## src/rtl/mtf_pkg.sv

```systemverilog
// mtf_pkg: shared sizes and token type for the move-to-front decoder.
package mtf_pkg;
   localparam int MTF_DEPTH  = 4;
   localparam int MTF_IDX_W  = 2;
   localparam int MTF_DATA_W = 8;
   typedef struct packed {
      logic                  is_ref;
      logic [MTF_IDX_W-1:0]  idx;
      logic [MTF_DATA_W-1:0] data;
   } mtf_tok_t;
endpackage

```

## src/rtl/mtf_table.sv

```systemverilog
// mtf_table: four-entry most-recent-first table with hit detect, lookup and move-to-front update.
module mtf_table
   import mtf_pkg::*;
#(
   parameter int DATA_W = MTF_DATA_W
) (
   input  logic                                clk_in,
   input  logic                                reset_n_in,
   input  logic                                upd_i,
   input  logic [DATA_W-1:0]                   val_i,
   input  logic [MTF_IDX_W-1:0]                idx_i,
   output logic [DATA_W-1:0]                   rd_data_o,
   output logic                                rd_valid_o,
   output logic                                hit_o,
   output logic [MTF_IDX_W-1:0]                hit_idx_o,
   output logic [MTF_DEPTH-1:0][DATA_W-1:0]    entries_o,
   output logic [MTF_DEPTH-1:0]                valid_o
);
   logic [MTF_DEPTH-1:0][DATA_W-1:0] ent_q, ent_d;
   logic [MTF_DEPTH-1:0]             vld_q, vld_d;
   logic [MTF_IDX_W-1:0]             stop;

   assign rd_data_o  = ent_q[idx_i];
   assign rd_valid_o = vld_q[idx_i];
   assign entries_o  = ent_q;
   assign valid_o    = vld_q;

   // descending scan so the lowest matching slot wins
   always_comb begin
      hit_o     = 1'b0;
      hit_idx_o = '0;
      for (int k = MTF_DEPTH - 1; k >= 0; k--)
         if (vld_q[k] && ent_q[k] == val_i) begin
            hit_o     = 1'b1;
            hit_idx_o = MTF_IDX_W'(k);
         end
   end

   // a miss behaves like a hit on the last slot, plus the fill-flag shift
   assign stop = hit_o ? hit_idx_o : MTF_IDX_W'(MTF_DEPTH - 1);

   always_comb begin
      ent_d = ent_q;
      vld_d = vld_q;
      if (upd_i) begin
         for (int i = 1; i < MTF_DEPTH; i++)
            if (i <= int'(stop)) ent_d[i] = ent_q[i-1];
         ent_d[0] = val_i;
         vld_d    = hit_o ? vld_q : {vld_q[MTF_DEPTH-2:0], 1'b1};
      end
   end

   always_ff @(posedge clk_in or negedge reset_n_in)
      if (!reset_n_in) begin
         ent_q <= '0;
         vld_q <= '0;
      end else begin
         ent_q <= ent_d;
         vld_q <= vld_d;
      end
endmodule

```

## src/rtl/mtf_decoder.sv

```systemverilog
// mtf_decoder: move-to-front token decoder with registered output, handshake and error pulse.
module mtf_decoder
   import mtf_pkg::*;
#(
   parameter int DATA_W = MTF_DATA_W
) (
   input  logic              clk_in,
   input  logic              reset_n_in,
   input  logic              tok_valid_in,
   output logic              tok_ready_out,
   input  logic              tok_is_ref_in,
   input  logic [1:0]        tok_idx_in,
   input  logic [DATA_W-1:0] tok_data_in,
   output logic [DATA_W-1:0] data_out,
   output logic              data_valid_out,
   input  logic              data_ready_in,
   output logic [DATA_W-1:0] entry_0,
   output logic [DATA_W-1:0] entry_1,
   output logic [DATA_W-1:0] entry_2,
   output logic [DATA_W-1:0] entry_3,
   output logic              entry_valid_0,
   output logic              entry_valid_1,
   output logic              entry_valid_2,
   output logic              entry_valid_3,
   output logic              err_out
);
   mtf_tok_t                         tok;
   logic [DATA_W-1:0]                data_q, data_d, val, rd_data;
   logic                             dv_q, dv_d, err_q, err_d;
   logic                             acc, upd, rd_valid, hit;
   logic [MTF_IDX_W-1:0]             hit_idx;
   logic [MTF_DEPTH-1:0][DATA_W-1:0] ents;
   logic [MTF_DEPTH-1:0]             vlds;

   assign tok = '{is_ref: tok_is_ref_in, idx: tok_idx_in, data: tok_data_in};

   assign tok_ready_out = !dv_q || data_ready_in;
   assign acc           = tok_valid_in && tok_ready_out;
   assign val           = tok.is_ref ? rd_data : tok.data;
   // an index into an unfilled slot is swallowed: no output, no table change
   assign upd           = acc && (!tok.is_ref || rd_valid);

   always_comb begin
      data_d = upd ? val : data_q;
      dv_d   = upd ? 1'b1 : (data_ready_in ? 1'b0 : dv_q);
      err_d  = acc && tok.is_ref && !rd_valid;
   end

   always_ff @(posedge clk_in or negedge reset_n_in)
      if (!reset_n_in) begin
         data_q <= '0;
         dv_q   <= 1'b0;
         err_q  <= 1'b0;
      end else begin
         data_q <= data_d;
         dv_q   <= dv_d;
         err_q  <= err_d;
      end

   mtf_table #(.DATA_W(DATA_W)) u_table (
      .clk_in     (clk_in),
      .reset_n_in (reset_n_in),
      .upd_i      (upd),
      .val_i      (val),
      .idx_i      (tok.idx),
      .rd_data_o  (rd_data),
      .rd_valid_o (rd_valid),
      .hit_o      (hit),
      .hit_idx_o  (hit_idx),
      .entries_o  (ents),
      .valid_o    (vlds)
   );

   assign data_out       = data_q;
   assign data_valid_out = dv_q;
   assign err_out        = err_q;
   assign entry_0        = ents[0];
   assign entry_1        = ents[1];
   assign entry_2        = ents[2];
   assign entry_3        = ents[3];
   assign entry_valid_0  = vlds[0];
   assign entry_valid_1  = vlds[1];
   assign entry_valid_2  = vlds[2];
   assign entry_valid_3  = vlds[3];
endmodule

```

## config.mk

```make
export PLATFORM = sky130hd
export DESIGN_NAME = mtf_decoder
export DESIGN_NICKNAME = d
export VERILOG_FILES = /design/src/rtl/mtf_pkg.sv /design/src/rtl/mtf_table.sv /design/src/rtl/mtf_decoder.sv
export SDC_FILE = /design/constraint.sdc
export NUM_CORES = 1
export LEC_CHECK = 0
export BUFFER_PORTS_ARGS = -buffer_cell sky130_fd_sc_hd__buf_2
export CAP_MARGIN = 20
export CORE_MARGIN = 2
export CORE_UTILIZATION = 61
export CTS_CLUSTER_DIAMETER = 120
export DETAILED_ROUTE_END_ITERATION = 10
export PLACE_DENSITY = 0.92
export SYNTH_ARGS = -nofsm -noshare
export SYNTH_HDL_FRONTEND = slang
export SYNTH_SLANG_ARGS = --single-unit
```

## constraint.sdc

```tcl
create_clock -name clk_in -period 5.1 [get_ports clk_in]
set_input_delay 0.51 -clock clk_in [delete_from_list [all_inputs] [get_ports clk_in]]
set_output_delay 0.51 -clock clk_in [all_outputs]
set_load 0.05 [all_outputs]
```

Word-level counts from Yosys, hierarchy flattened:

Index checks and enable logic that the tools add are counted.
W data, S select, Z words.

* bitwise gates (word level): 1
* mux-type cells: 16
* $lt $le $gt $ge: 4
* eq/ne operators: 4
* reduce and logical (&&, ||, !) cells: 18

Operators with widths (count)
* $eq A8 B8 Y1: 4
* $bmux W8 S2: 1
* $mux W8: 2
* $mux W2: 5
* $logic_and A1 B1 Y1: 8
* $reduce_and A2 Y1: 4
* $mux W1: 7
* $le A2 B2 Y1 const A: 2
* $logic_not A1 Y1: 3
* $lt A2 B3 Y1 const B: 1
* $bmux W1 S2: 1
* $le A1 B2 Y1 const A: 1
* $logic_or A1 B1 Y1: 2
* $reduce_bool A2 Y1: 1
* $not A1 Y1: 1

* output and inout port bits: 47
* bits of input ports: 15
* flip-flop bits (word level): 38
* word-level logic and storage cells: 50

Logic depth before layout (Yosys ltp):

* depth after elaboration: 12
* depth in mapped cells: 10
* depth with buffers taken out: 7

By module:

From an unflattened synthesis, not the netlist that was laid out.

* cells, all modules: 185
* area total of the unflattened synthesis: 2610.0 µm²

Modules (own cells, without submodules)
* mtf_table: sequential area each 900.9 µm², cells an instance 151, times used 1, area each 2085.8 µm²
* mtf_decoder: sequential area each 250.2 µm², cells an instance 34, times used 1, area each 524.3 µm²

Worst setup path after synthesis:

Ideal clock, no wire load.

* path type: register -> register
* start: reg u_table.ent_q (netlist bit u_table.entries_o[4])
* end: reg u_table.vld_q[1], in the netlist u_table.valid_o[1]
* setup time: 0.128 ns
* slack: 2.315 ns
* path buffers: 2
* required time: 4.972 ns
* data arrival time: 2.658 ns
* stages on the path, launching flop included: 10
* period minus slack after synthesis: 2.785 ns
* path through: dfrtp_1 -> clkbuf_1 -> xnor2_1 -> a21oi_1 -> a2111oi_4 -> nor2_1 -> o41ai_4 -> buf_6 -> nand4b_4 -> mux2_1

* word-level cells in the longest chain between the ends: 11
* elaborated cells on any way between the ends: 17
* those cells by class: eq/ne (4); mux (7); bitwise (1); reduce/logical (5)

Ends and longest elaborated chain
* start: declaration: RTL line mtf_table.sv:19 `logic [MTF_DEPTH-1:0][DATA_W-1:0] ent_q, ent_d;`
* start signal: assignment: RTL line mtf_table.sv:58 `ent_q <= ent_d;`
* $bmux W8 S2: RTL line mtf_table.sv:23 `assign rd_data_o = ent_q[idx_i];`
* $mux W8 (not written as such): RTL line mtf_table.sv:23
* $mux W8: RTL line mtf_decoder.sv:39 `assign val = tok.is_ref ? rd_data : tok.data;`
* $eq A8 B8 Y1: RTL line mtf_table.sv:33 `if (vld_q[k] && ent_q[k] == val_i) begin`
* $logic_and A1 B1 Y1: RTL line mtf_table.sv:33
* $mux W1 (3 in a row): RTL line mtf_table.sv:33
* $mux W1 (*): RTL line mtf_table.sv:33
* $not A1 Y1 (no line) (*)
* $reduce_and A2 Y1 (no line) (*)
* end signal: assignment: RTL line mtf_table.sv:59 `vld_q <= vld_d;`
* end: declaration: RTL line mtf_table.sv:20 `logic [MTF_DEPTH-1:0] vld_q, vld_d;`

Every way passes the cells marked *; elsewhere a longest branch is shown, timed or not. The select of a mux whose other input is x is not followed.
A chain may end at the register's enable or synchronous reset.

Final worst setup path:

* start: in tok_idx_in[0]
* end: reg u_table.ent_q (netlist bit u_table.entries_o[16])

* word-level cells in the longest chain between the ends: 12
* elaborated cells on any way between the ends: 26
* those cells by class: order compare (1); eq/ne (4); mux (14); reduce/logical (7)

Ends and longest elaborated chain
* start: declaration: RTL line mtf_decoder.sv:12 `input logic [1:0] tok_idx_in,`
* $bmux W8 S2: RTL line mtf_table.sv:23
* $mux W8 (not written as such): RTL line mtf_table.sv:23
* $mux W8: RTL line mtf_decoder.sv:39
* $eq A8 B8 Y1: RTL line mtf_table.sv:33
* $logic_and A1 B1 Y1: RTL line mtf_table.sv:33
* $mux W2 or $mux W1 (tied branches) (4 in a row): RTL line mtf_table.sv:33
* $mux W2: RTL line mtf_table.sv:40 `assign stop = hit_o ? hit_idx_o : MTF_IDX_W'(MTF_DEPTH - 1);`
* $le A2 B2 Y1: RTL line mtf_table.sv:47 `if (i <= int'(stop)) ent_d[i] = ent_q[i-1];`
* $reduce_and A2 Y1 (no line) (*)

Marked as above.

==> results by group <==
Outcome
  • Status: finished clean

Yosys
  • Synthesized Nets: 360
  • Count leader, synth: xnor2_1
  • Compound-Gate Fraction of Synth Area: about an eighth
  • Async S/R FF share, synth: 100%
  • Synth area leader: dfrtp_1
  • Post-Syn Area: between 0.003 and 0.004 sq mm
  • Post-synthesis xor/xnor area fraction: 19.8%
  • Main synth FF type: dfrtp_1
  • Synth Register Bits: 38
  • Largest family of logic cells by synthesized area: XOR/XNOR gates
  • Simple-gate portion of the synthesized area: 11.6%
  • Post-synthesis adder-cell area fraction: 0%
  • Warnings from Yosys: 0
  • Synth top area cells: dfrtp_1 (29%), xnor2_1 (10%), xor2_1 (9.5%)
  • Commonest cells in the netlist: xnor2_1 (39), dfrtp_1 (38), xor2_1 (36)
  • Library cells used by synthesis: 51
  • Register area share after synthesis: around 29%
  • Mux cell area share after synthesis: roughly 19%
  • Number of flops mapped to enable cells by yosys: 0
  • Cells after Synth: approximately 350
  • Synth top area share: 28.7%
  • Syn Area/Cell: between 9 and 10 sq um

STA
  • Hold Violations, Final: 0
  • Setup TNS: 0 ns
  • Fmax: between 200 and 300 MHz
  • Worst-Margin Slew: around 0.85 ns
  • Final Cycle Share: roughly 67%
  • Final setup fails: 0
  • RSZ-0062 raised after global routing: false
  • Skew final: 0.0124 ns
  • Slew margin rel.: a little over two fifths
  • Max-slew violations: 0
  • Minimum clock period: around 3.4 ns

Placed design
  • Final HPWL DP: between 6000 and 7000 um
  • Count of port buffers added during placement: 61
  • Cells after DPL: roughly 420
  • Placed inst area: approximately 0.0034 sq mm
  • RD Place Congestion: roughly 1.0

Clock network
  • Clock Pin Slew Worst Setup and Hold Paths: approximately 0.09 ns
  • Hold-fix buffer count after cts: 0
  • CTS root buffer: clkbuf_8
  • H-tree depth: 2
  • Clock buffer depth: 2
  • Num CTS Buffers: 5
  • CTS Sinks: 38
  • Post-CTS sizing: 0
  • CTS tree: done
  • Worst-Skew Late Latency: 0.29 ns
  • Setup bufs post-CTS: 0

Finish
  • Final Non-Filler Cells: 432
  • Nets: between 300 and 400
  • P&R area growth vs syn: 7.85%
  • Cell area after layout: approximately 0.0036 sq mm
  • Share of cells above drive strength 1: between 20% and 30%
  • N_diodes: 0

Critical path
  • Reg2reg start: u_table.entries_o[4]$_DFFE_PN0P_
  • CP startpoint: tok_idx_in[0]
  • Critical Path AT: between 3 and 4 ns
  • CP Class: input port to register
  • Crit. End Element: register
  • Startpoint Class: input port
  • Most used cell, CP: nand2b_1
  • R2R depth: 7
  • Crit path max fanout: 31
  • CP peak stage delay: 0.65 ns
  • Crit path max-delay cell type: mux4_1
  • Critical Path, Cell by Cell: buf_2 > mux4_1 > nand2b_1 > nand3_1 > inv_1 > o41ai_4 > nand2b_1 > mux2_1
  • WP data required: around 5.3 ns

Routing
  • Routed wire length: 8950 um
  • Vias post-DR: between 2000 and 3000
  • Routed Antenna Nets: 0
  • Drt via density: 6.51
  • Post-DR wirelength/cell: approximately 21 um
  • DR pass1 iterations: 7
  • DRT iter0 DRCs: 500
  • DRC viols: 0

Global route
  • Initial antenna violation count: 0
  • Vias in the first global route: approximately 2600
  • First-pass GRT wire length: between 10000 and 15000 um
  • Remaining Overflow, GRT: 0
  • GRT Total Usage: 30.3%
  • Largest net degree at the start of global routing: 39

Die
  • Starting density of the core: about 64%
  • Die area: 0.00604 sq mm
  • Num rows: 26
  • Die width: ~78 um
  • Core Box Area: 0.00517 sq mm
  • Top-Level Pins: 62
  • Die Y: 77.7 um

Flow run
  • Max cap viols: 0

Power and ir drop
  • Pleak: 1.61 nW
  • Max VDD drop: 395 uV
  • Cell area power density: a little under 700 mW/mm^2

Worst hold path
  • Worst min path class: input port to asynchronous set/reset pin
logic make-up (layout without fill, tap and decap cells):
kind of cell	count (synthesis)	after routing
AOI/OAI and AO/OA	50	50
and+or+nand+nor	68	68
DFF	38	38
buffers and inverters	58	75
xor gates and xnor gates	75	75
muxes	56	56
worst max-delay path: cells and delay by family:
| kind | cells | cell delay, ns |
|---|---|---|
| buffers and inverters | 2 | 0.75 |
| muxes | 2 | 1.02 |
| AOI/OAI and AO/OA | 1 | 0.18 |
| and+or+nand+nor | 3 | 1.13 |
per-stage QoR:
stage | utilization [%] | power, mW | hold WS [ns] | worst slack [ns]
6_report | 69.1 | 2.46 | 0.314 | 1.66
5_1_grt | 69.1 | 2.58 | 0.385 | 1.44
4_1_cts | 69.1 | 2.44 | 0.344 | 1.69
3_5_place_dp | 66.4 | 2.11 | 0.531 | 1.38
3_3_place_gp | 66.4 | 2.08 | 0.508 | 1.52
2_1_floorplan | - | 1.84 | 0.214 | 2.31
power breakdown:
group          switching, mW  internal [mW]
sequential             0.342          0.404
clock                  0.112          0.209
combinational          0.883          0.513
total                   1.34           1.13
routing by layer:
metal	global-route usage [%]	wire length (um)
met4	10.9	314
met3	5.81	1020
met2	47.2	4070
met1	42.0	3540
met5	0	0
placed cells by master, fill, tap and decap left out, types with 6 or more instances in the layout:
cell,netlist,final
a31oi_1,8,8
mux2_2,15,15
xor2_1,36,36
nand2b_1,7,7
nand3_1,9,9
nand2_1,19,19
clkbuf_8,0,6
mux2_1,12,12
dfrtp_1,38,38
mux2i_1,25,25
xnor2_1,39,39
buf_2,6,61
o21ai_0,16,16
nor2_1,8,8
area by class of cell:
class / count / area, sq um
Multi-Input combinational cell: 249 / 2070
Timing Repair Buffer: 61 / 305
Inverter: 6 / 22.5
Sequential cell: 38 / 951
Fill cell: 411 / 1600
Clock inverter: 2 / 60.1
Tap cell: 70 / 87.6
Clock buffer: 6 / 82.6
path summary, 6_finish.rpt:
check | end | slack [ns]
max in group asynchronous | u_table.entries_o[23]$_DFFE_PN0P_ | 4.25
min in group clk_in | err_out$_DFF_PN0_ | 0.44
hold / removal | u_table.entries_o[7]$_DFFE_PN0P_ | 0.31
hold reg to reg | data_valid_out$_DFFE_PN0P_ | 0.54
setup reg to reg | u_table.entries_o[16]$_DFFE_PN0P_ | 1.93
setup / recovery | u_table.entries_o[16]$_DFFE_PN0P_ | 1.66
state kept, by name (all words and copies together) (netlist names):
name,cells
data_valid_out,1
u_table.valid_o,4
err_out,1
u_table.entries_o,32
Note: power is estimated with default switching activity, not from simulation.
